--- config.mk ---
export PLATFORM = sky130hd
export DESIGN_NAME = ex_forward_hazard_ctrl
export DESIGN_NICKNAME = d
export VERILOG_FILES = /design/src/rtl/ex_forward_hazard_ctrl.sv
export SDC_FILE = /design/constraint.sdc
export NUM_CORES = 1
export LEC_CHECK = 0
export ABC_AREA = 1
export BUFFER_PORTS_ARGS = -buffer_cell sky130_fd_sc_hd__buf_2
export CAP_MARGIN = 20
export CORE_ASPECT_RATIO = 0.75
export CORE_MARGIN = 2
export CORE_UTILIZATION = 50
export DETAILED_ROUTE_END_ITERATION = 10
export PLACE_DENSITY = 0.77
export SLEW_MARGIN = 20
export SYNTH_ARGS = -nofsm -noshare
export SYNTH_HDL_FRONTEND = slang
export SYNTH_SLANG_ARGS = --single-unit
--- constraint.sdc ---
create_clock -name clk -period 4.55 [get_ports clk]
set_clock_uncertainty 0.15 [all_clocks]
set_input_delay 0.2275 -clock clk [delete_from_list [all_inputs] [get_ports clk]]
set_output_delay 0.2275 -clock clk [all_outputs]
set_load 0.02 [all_outputs]
--- src/rtl/ex_forward_hazard_ctrl.sv ---
// rtl/ex_forward_hazard_ctrl.sv - EX-stage operand forwarding and load-use hazard controller
//
// Keeps shadow copies of destination-register info for ID/EX, EX/MEM and
// MEM/WB, drives the EX operand-select buses, inserts a one-cycle bubble on
// load-use hazards and counts stall cycles (saturating).
//
// Ports:
//   clk, reset            - clock, synchronous active-high reset
//   hold                  - global freeze; all state holds, stall outputs forced 0
//   id_valid              - ID stage holds a real instruction
//   id_rs, id_rt          - ID source registers
//   id_uses_rs/rt         - source operand is actually read
//   id_dest               - ID destination register
//   id_reg_write          - ID instruction writes id_dest
//   id_mem_read           - ID instruction is a load
//   fwd_a_sel, fwd_b_sel  - 00 ID/EX, 10 EX/MEM, 01 MEM/WB, 11 zero
//   stall_if_id           - hold PC and IF/ID this cycle
//   flush_id_ex           - load a bubble into ID/EX at this edge
//   stall_count           - saturating count of load-use stall cycles
module ex_forward_hazard_ctrl #(
    parameter int REG_W = 5,
    parameter int CNT_W = 16
) (
    input  logic             clk,
    input  logic             reset,
    input  logic             hold,
    input  logic             id_valid,
    input  logic [REG_W-1:0] id_rs,
    input  logic [REG_W-1:0] id_rt,
    input  logic             id_uses_rs,
    input  logic             id_uses_rt,
    input  logic [REG_W-1:0] id_dest,
    input  logic             id_reg_write,
    input  logic             id_mem_read,
    output logic [1:0]       fwd_a_sel,
    output logic [1:0]       fwd_b_sel,
    output logic             stall_if_id,
    output logic             flush_id_ex,
    output logic [CNT_W-1:0] stall_count
);

    typedef enum logic {RUN = 1'b0, STALL = 1'b1} state_t;

    state_t state;
    state_t state_next;

    // ID/EX shadow
    logic [REG_W-1:0] ie_rs;
    logic [REG_W-1:0] ie_rt;
    logic             ie_uses_rs;
    logic             ie_uses_rt;
    logic [REG_W-1:0] ie_dest;
    logic             ie_reg_write;
    logic             ie_mem_read;
    // EX/MEM shadow
    logic [REG_W-1:0] em_dest;
    logic             em_reg_write;
    logic             em_mem_read;
    // MEM/WB shadow
    logic [REG_W-1:0] mw_dest;
    logic             mw_reg_write;

    logic hazard;
    logic bubble;

    // A load in EX/MEM has no result yet, so it is skipped and the lookup
    // falls through to MEM/WB; the load-use stall keeps that case from
    // ever mattering to a dependent instruction.
    function automatic logic [1:0] fwd_sel(
        input logic             uses,
        input logic [REG_W-1:0] src,
        input logic             e_wr,
        input logic [REG_W-1:0] e_dest,
        input logic             e_load,
        input logic             m_wr,
        input logic [REG_W-1:0] m_dest
    );
        if (!uses)                                   return 2'b00;
        else if (src == '0)                          return 2'b11;
        else if (e_wr && e_dest == src && !e_load)   return 2'b10;
        else if (m_wr && m_dest == src)              return 2'b01;
        else                                         return 2'b00;
    endfunction

    assign fwd_a_sel = fwd_sel(ie_uses_rs, ie_rs, em_reg_write, em_dest, em_mem_read,
                               mw_reg_write, mw_dest);
    assign fwd_b_sel = fwd_sel(ie_uses_rt, ie_rt, em_reg_write, em_dest, em_mem_read,
                               mw_reg_write, mw_dest);

    assign hazard = id_valid && ie_mem_read && ie_reg_write && (ie_dest != '0) &&
                    ((id_uses_rs && id_rs == ie_dest) || (id_uses_rt && id_rt == ie_dest));

    // FSM state register
    always_ff @(posedge clk) begin
        if (reset)       state <= RUN;
        else if (!hold)  state <= state_next;
    end

    // FSM next-state logic
    always_comb begin
        state_next = state;
        case (state)
            RUN:     if (hazard) state_next = STALL;
            STALL:   state_next = RUN;
            default: state_next = RUN;
        endcase
    end

    // FSM outputs; hold suppresses the stall so it is taken once hold drops
    always_comb begin
        stall_if_id = 1'b0;
        flush_id_ex = 1'b0;
        if (state == RUN && hazard && !hold) begin
            stall_if_id = 1'b1;
            flush_id_ex = 1'b1;
        end
    end

    assign bubble = flush_id_ex || !id_valid;

    // Shadow pipeline
    always_ff @(posedge clk) begin
        if (reset) begin
            ie_rs        <= '0;
            ie_rt        <= '0;
            ie_uses_rs   <= 1'b0;
            ie_uses_rt   <= 1'b0;
            ie_dest      <= '0;
            ie_reg_write <= 1'b0;
            ie_mem_read  <= 1'b0;
            em_dest      <= '0;
            em_reg_write <= 1'b0;
            em_mem_read  <= 1'b0;
            mw_dest      <= '0;
            mw_reg_write <= 1'b0;
        end else if (!hold) begin
            ie_rs        <= bubble ? '0   : id_rs;
            ie_rt        <= bubble ? '0   : id_rt;
            ie_uses_rs   <= bubble ? 1'b0 : id_uses_rs;
            ie_uses_rt   <= bubble ? 1'b0 : id_uses_rt;
            ie_dest      <= bubble ? '0   : id_dest;
            ie_reg_write <= bubble ? 1'b0 : id_reg_write;
            ie_mem_read  <= bubble ? 1'b0 : id_mem_read;
            em_dest      <= ie_dest;
            em_reg_write <= ie_reg_write;
            em_mem_read  <= ie_mem_read;
            mw_dest      <= em_dest;
            mw_reg_write <= em_reg_write;
        end
    end

    // Stall counter; flush_id_ex is already gated by hold
    always_ff @(posedge clk) begin
        if (reset)
            stall_count <= '0;
        else if (flush_id_ex && stall_count != '1)
            stall_count <= stall_count + 1'b1;
    end

endmodule

==> impl_results.md, run 1 <==
- DRC viols: 0
- Gate power share: about 11%
- Post-synth ARST share: 0%
- CTS hold repair buffers: 0
- Sw Ratio: 25.1%
- Fillers: 559
- Max-slew violations: 0
- Die area: ~6400 um2
- Final ANT Viol Nets: 0
- Synthesis Warnings: 0
- Pleak: roughly 1.4 nW
- Number of port buffers: 44
- Most instantiated cells after synthesis: nand2_1 (104), inv_1 (60), nor2_1 (55), dfxtp_1 (49), a21oi_1 (42)
- Setup TNS: 0 ns
- Die Y: 69.9 um
- Initial antenna violation count: 0
- P per Cell Area: 271 nW/um2
- First-pass detailed-route iteration total: 4
- Ant diodes: 0
- Fmax: between 300 and 400 MHz
- Fin Hold WS: around 0.1 ns
- Clock Tree Root: clkbuf_8
- Tmin final: 2.94 ns
- Most instantiated library cell after synthesis: nand2_1
- Sequential power share: 52.0%
- Main area contributors after synthesis: dfxtp_1 (34%), nand2_1 (13%), inv_1 (7.8%), a21oi_1 (7.3%), nor2_1 (7.1%)
- Psw: 0.220 mW
- Post-route cell area: approximately 3200 um2
- Worst Setup End Kind: primary output
- Final WS setup: 1.61 ns
- Clk buf depth: 2
- Ys flop type: dfxtp_1
- Critical path, cell by cell: buf_2 -> nor2_1 -> nand4_1 -> nor2_2 -> nand2_1 -> inv_1 -> buf_2
- Post-CTS Setup Repair Bufs: 0
- Vias in the first global route: 2,569
- Worst Max-Slew Pin Slew: 0.893 ns
- Gr usage total: 22.8%
- Avg WL per Cell: 12.5 um
- Via/cell ratio: 5.19
- Total internal power: 0.656 mW
- Routability cong.: 0.889
- Final setup fails: 0
- Worst path most repeated cell: buf_2
- Part of the Yosys area used for sequential elements: 33.9%
- Post-Place Cell Area: 3120 um2
- Synth area leader: dfxtp_1
- Largest net degree at the start of global routing: 59
- RSZ-0062 raised after global routing: false
- Clk_lat worst skew: 0.30 ns
- EDFF count, synth: 0
- Critical-path top delay cell: nand2_1
- Share of the synthesized area in the top cell type: 33.9%
- Die W: around 90 um
- Syn Std Cell Area: approximately 2900 um2
- Tightest Hold Check Type: primary input to register
- Required @ worst endpoint: around 4.2 ns
- I/O pins: 45
- CTS tree: built
- Sequential Area: 981 um2
- Peak VDD IR: 0.243 mV
- Std-Cell Rows: 23
- Initial core utilization: 53.0%
- DP Wirelength: 5.05 mm
- Final Hold Fails: 0
- Startpoint Class: primary input
- Yosys cell types: 28
- Iteration-0 DRC Markers: just under 200
- Clock power frac: a little under two fifths
- Max-cap violations: 0
- Dpl ws: 1.61 ns
- Yosys reg bits: around 50
- Pwr Total: 0.876 mW
- Post-CTS sizing: 0
- Fraction of layout cells with a size suffix above 1: roughly 15%
- # H-tree levels: 2
- Non-Filler Instances: roughly 560
- Drt total wl: 6.99 mm
- Worst-path maximum fanout: 58
- Inst Count DP: 551
- Syn nets: between 400 and 500
- Post-layout util: 59.1%
- Post-Syn Area per Cell: 6.41 um2
- WP data arrival: 2.57 ns
- Status: finished, final reports clean
- CTS Buf Count: 5
- CP peak stage delay: 0.62 ns
- Clock-pin slew on the worst setup and hold paths: 0.08 ns
- Final nets: 507
- Clock sinks: 49
- Multi-input gate area: roughly 1600 um2
- P&R area growth vs syn: 11.6%
- Core area: roughly 5500 um2
- Tcrit/Tclk final: about two thirds
- Remaining Overflow, GRT: 0
- First-pass GRT wire length: 12.0 mm
- Syn Inst Count: roughly 450
- Vias: around 2,900
- Critical Setup Path Class: primary input to primary output
- Slew headroom: approximately two fifths
[registers in the layout (all words and copies together) (netlist names)]
register	flops
stall_count	16
state	1
em_reg_write	1
ie_uses_rt	1
ie_reg_write	1
mw_reg_write	1
ie_uses_rs	1
em_dest	5
em_mem_read	1
ie_rt	5
mw_dest	5
ie_rs	5
ie_dest	5
ie_mem_read	1
[cell families (layout without fill, tap and decap cells)]
family,after synthesis,count (layout),synth area share [%]
simple gates,235,235,36.7
fa+ha+maj,1,1,0.432
xor+xnor,10,10,3.02
flops,49,49,33.9
compound gates,77,77,14.9
buf+inv,80,112,11.1
[cell type report]
type,count,share of cell area [%]
multi-input combinational,323,49.4
clock inverter,1,0.929
timing repair buffer,44,6.81
sequential,49,30.3
inverter,60,6.97
tap,75,2.90
clock buffer,7,2.67
[layout by cell type, fill, tap and decap left out]
cell type / Yosys / layout
buf_2: 4 / 44
ha_1: 1 / 1
nand2_1: 104 / 104
nand3_4: 1 / 1
a21oi_1: 42 / 42
clkbuf_8: 0 / 6
nor2_1: 55 / 55
xor2_1: 9 / 9
nand2_4: 2 / 2
nor3_1: 6 / 6
nor3_4: 1 / 1
nor2_4: 2 / 2
o21ai_0: 20 / 20
xnor2_1: 1 / 1
bufinv_16: 0 / 1
nand3b_1: 2 / 2
a21oi_2: 8 / 8
dfxtp_1: 49 / 49
nand3_1: 35 / 35
o22ai_1: 3 / 3
nor2_2: 2 / 2
o2111ai_1: 2 / 2
nand2_2: 6 / 6
clkbuf_1: 12 / 1
nand4_1: 19 / 19
inv_1: 60 / 60
a211oi_1: 2 / 2
[worst max-delay path: cells and delay by family]
kind | cells | cell delay, ns
buf+inv | 3 | 0.75
simple gates | 4 | 1.58
[power by group through the flow]
stage | clock network [mW] | registers (mW) | logic [mW]
floorplan | 0 | 0.460 | 0.0707
global placement | 0 | 0.465 | 0.0933
detailed placement | 0 | 0.465 | 0.0956
CTS | 0.330 | 0.455 | 0.0958
global route | 0.352 | 0.457 | 0.111
finish | 0.324 | 0.456 | 0.0963
[final timing paths]
kind / start / endpoint / slack [ns] / cells after the start
worst max-delay path: hold / stall_if_id / 1.61 / 7
worst min-delay path: id_mem_read / ie_mem_read / 0.10 / 5
worst max register to register: ie_dest[3] / ie_rt[4] / 2.06 / 7
worst min register to register: state / state / 0.32 / 2
[per-layer routing]
metal	vias to the layer above	part of all wire (%)	wire length (um)	track usage (%)
li1	1528	-	-	-
met1	1291	51	3570	34.9
met5	-	0	0	0
met3	6	5.8	402	4.96
met2	77	42	2960	32.4
met4	0	0.76	53	5.47
Note: power is estimated with default switching activity, not from simulation.
==> run 2: changes to the inputs <==
Clock period 4.55 ns to 2.91 ns, I/O delays scaled along.
==> run 2 against run 1 <==
Net effect:
- core utilization rose by 0.34 points
- die area did not move
- power rose by 56%
- via count rose by 3.0%
- first-iteration DRC count rose by 34%
- cell count rose by 0.54%
- wire length rose by 5.3%
==> impl_results.md, run 2 (synthesis gave the netlist of run 1 again) <==
- DRC viols: 0 (unchanged)
- DP Wirelength: 5.32 mm (was 5.05 mm)
- # H-tree levels: 2 (unchanged)
- Startpoint Class: register (was primary input)
- Clock power frac: 36.6% (was 37.0%)
- Final Hold Fails: 0 (unchanged)
- Post-CTS Setup Repair Bufs: 0 (unchanged)
- Gr usage total: 23.1% (was 22.8%)
- Final setup fails: 0 (unchanged)
- I/O pins: 45 (unchanged)
- Die Y: 69.9 um (unchanged)
- Die area: 6430 um2 (unchanged)
- Fmax: ~400 MHz
- Non-Filler Instances: 562 (was 559)
- Number of port buffers: 44 (unchanged)
- Max reg flops: 16 (unchanged)
- Via/cell ratio: 5.32 (was 5.19)
- Hold endpoint: ie_mem_read (unchanged)
- Clk buf depth: 2 (unchanged)
- Tightest Hold Check Type: primary input to register (unchanged)
- Psw: 0.364 mW (was 0.220 mW)
- Max-cap violations: 0 (unchanged)
- Final ANT Viol Nets: 0 (unchanged)
- Fillers: 557 (was 559)
- Setup TNS: 0 ns (unchanged)
- Avg WL per Cell: 13.1 um (was 12.5 um)
- Std-Cell Rows: 23 (unchanged)
- Gate power share: 11.4% (was 11.0%)
- Pwr Total: 1.37 mW (was 0.876 mW)
- Pleak: 1.46 nW (was 1.45 nW)
- Clock sinks: 49 (unchanged)
- Core area: 5470 um2 (unchanged)
- RSZ-0062 raised after global routing: false (unchanged)
- Initial antenna violation count: 0 (unchanged)
- Largest reg by FF count: stall_count (unchanged)
- Post-layout util: 59.5% (was 59.1%)
- Sequential power share: 52.0% (about the same)
- Worst Max-Slew Pin Slew: 0.659 ns (was 0.893 ns)
- Ant diodes: 0 (unchanged)
- Clock Tree Root: clkbuf_8 (unchanged)
- Max-slew violations: 0 (unchanged)
- Tmin final: about 2.6 ns
- WP data arrival: 2.28 ns (was 2.57 ns)
- First-pass GRT wire length: 12.2 mm (was 12.0 mm)
- Fin Hold WS: 0.0103 ns (was 0.101 ns)
- R2r endpoint: ie_rt[3] (was ie_rt[4])
- Largest net degree at the start of global routing: 58 (was 59)
- First-pass detailed-route iteration total: 5 (was 4)
- Required @ worst endpoint: 2.61 ns (was 4.17 ns)
- Remaining Overflow, GRT: 0 (unchanged)
- R2R setup slack: 0.72 ns (was 2.06 ns)
- Iteration-0 DRC Markers: 266 (was 199)
- R2R cell count: 9 (was 7)
- Drt total wl: 7.36 mm (was 6.99 mm)
- Vias: 2,990 (was 2,902)
- P&R area growth vs syn: 12.2% (was 11.6%)
- Worst R2R Start: ie_dest[3] (unchanged)
- CTS hold repair buffers: 0 (unchanged)
- Clock-pin slew on the worst setup and hold paths: 0.10 ns (was 0.08 ns)
- Die W: 91.9 um (unchanged)
- Status: finished, final reports clean (unchanged)
- Post-CTS sizing: 0 (unchanged)
- CTS tree: built (unchanged)
- Total internal power: 1.00 mW (was 0.656 mW)
- Sw Ratio: 26.6% (was 25.1%)
- Inst Count DP: 554 (was 551)
- Worst Setup End Kind: primary output (unchanged)
- Peak VDD IR: 0.246 mV (was 0.243 mV)
- WHS Path Cells: 5 (unchanged)
- P per Cell Area: 421 nW/um2 (was 271 nW/um2)
- Tcrit/Tclk final: around 88%
- Most common library cell in the layout ignoring fill and taps: nand2_1 (unchanged)
- CTS Buf Count: 5 (unchanged)
- Clk_lat worst skew: 0.31 ns (was 0.30 ns)
- Worst-path maximum fanout: 21 (was 58)
- Hold_sp: id_mem_read (unchanged)
- Most frequent cells in the layout: nand2_1 (104), inv_1 (60), nor2_1 (55) (unchanged)
- Routability cong.: 0.889 (about the same)
- Initial core utilization: 53.0% (unchanged)
- Slew headroom: 56.0% (was 40.5%)
- Final nets: 510 (was 507)
- Critical Setup Path Class: register to primary output (was primary input to primary output)
- Vias in the first global route: 2,606 (was 2,569)
- Fraction of layout cells with a size suffix above 1: 15.8% (was 15.1%)
run 2: changes by cell type in the layout (fill, tap and decap cells not counted):
cell / change
buf_4: +3
clkbuf_1: -1
clkbuf_8: -1
clkinv_2: +1
inv_6: +1
run 2: layout make-up:
| type | count | area, um2 | area share, % |
|---|---|---|---|
| clock inverter | 3 | 43.8 | 1.35 |
| clock buffer | 5 | 68.8 | 2.12 |
| sequential | 49 | 981 | 30.2 |
| tap | 75 | 93.8 | 2.89 |
| inverter | 60 | 225 | 6.93 |
| timing repair buffer | 47 | 243 | 7.46 |
| multi-input combinational | 323 | 1600 | 49.1 |
run 2: power groups by stage:
stage	sequential [mW]	combinational [mW]	clock, mW
floorplan	0.720	0.111	0
global placement	0.726	0.151	0
detailed placement	0.727	0.154	0
CTS	0.711	0.155	0.510
global route	0.715	0.177	0.535
finish	0.712	0.156	0.501
run 2: how the worst max path moves through the flow:
| stage | from | endpoint | slack (ns) | depth (start not counted) |
|---|---|---|---|---|
| after global placement | ie_dest[3] | stall_if_id | 0.74 | 9 |
| after detailed placement | ie_dest[3] | flush_id_ex | 0.71 | 9 |
| final | ie_dest[3] | flush_id_ex | 0.34 | 9 |
| after global routing | ie_dest[0] | stall_if_id | 0.15 | 9 |
| after CTS | ie_dest[3] | flush_id_ex | 0.37 | 9 |
| after floorplan | stall_count[0] | stall_count[10] | 1.0 | 9 |
run 2: per-layer routing:
layer,GRT usage (%),part of all wire (%)
met1,35.2,51
met2,33.8,42
met3,3.99,6.1
met4,5.14,0.69
met5,0,0
run 2: through the flow:
stage / instance area [um2] / setup slack, ns
2_1_floorplan: 2900 / 0.999
3_3_place_gp: 3140 / 0.743
3_5_place_dp: 3140 / 0.715
4_1_cts: 3250 / 0.365
5_1_grt: 3250 / 0.149
6_report: 3250 / 0.338
run 2: critical path: stages (launching register included):
cell and delay (ns):
dfxtp_1 0.42, inv_1 0.10, nand2_1 0.06, nand2_1 0.04
nor2_1 0.10, nand3_1 0.10, nand2_2 0.28, nand2_1 0.49
inv_1 0.18, buf_2 0.18
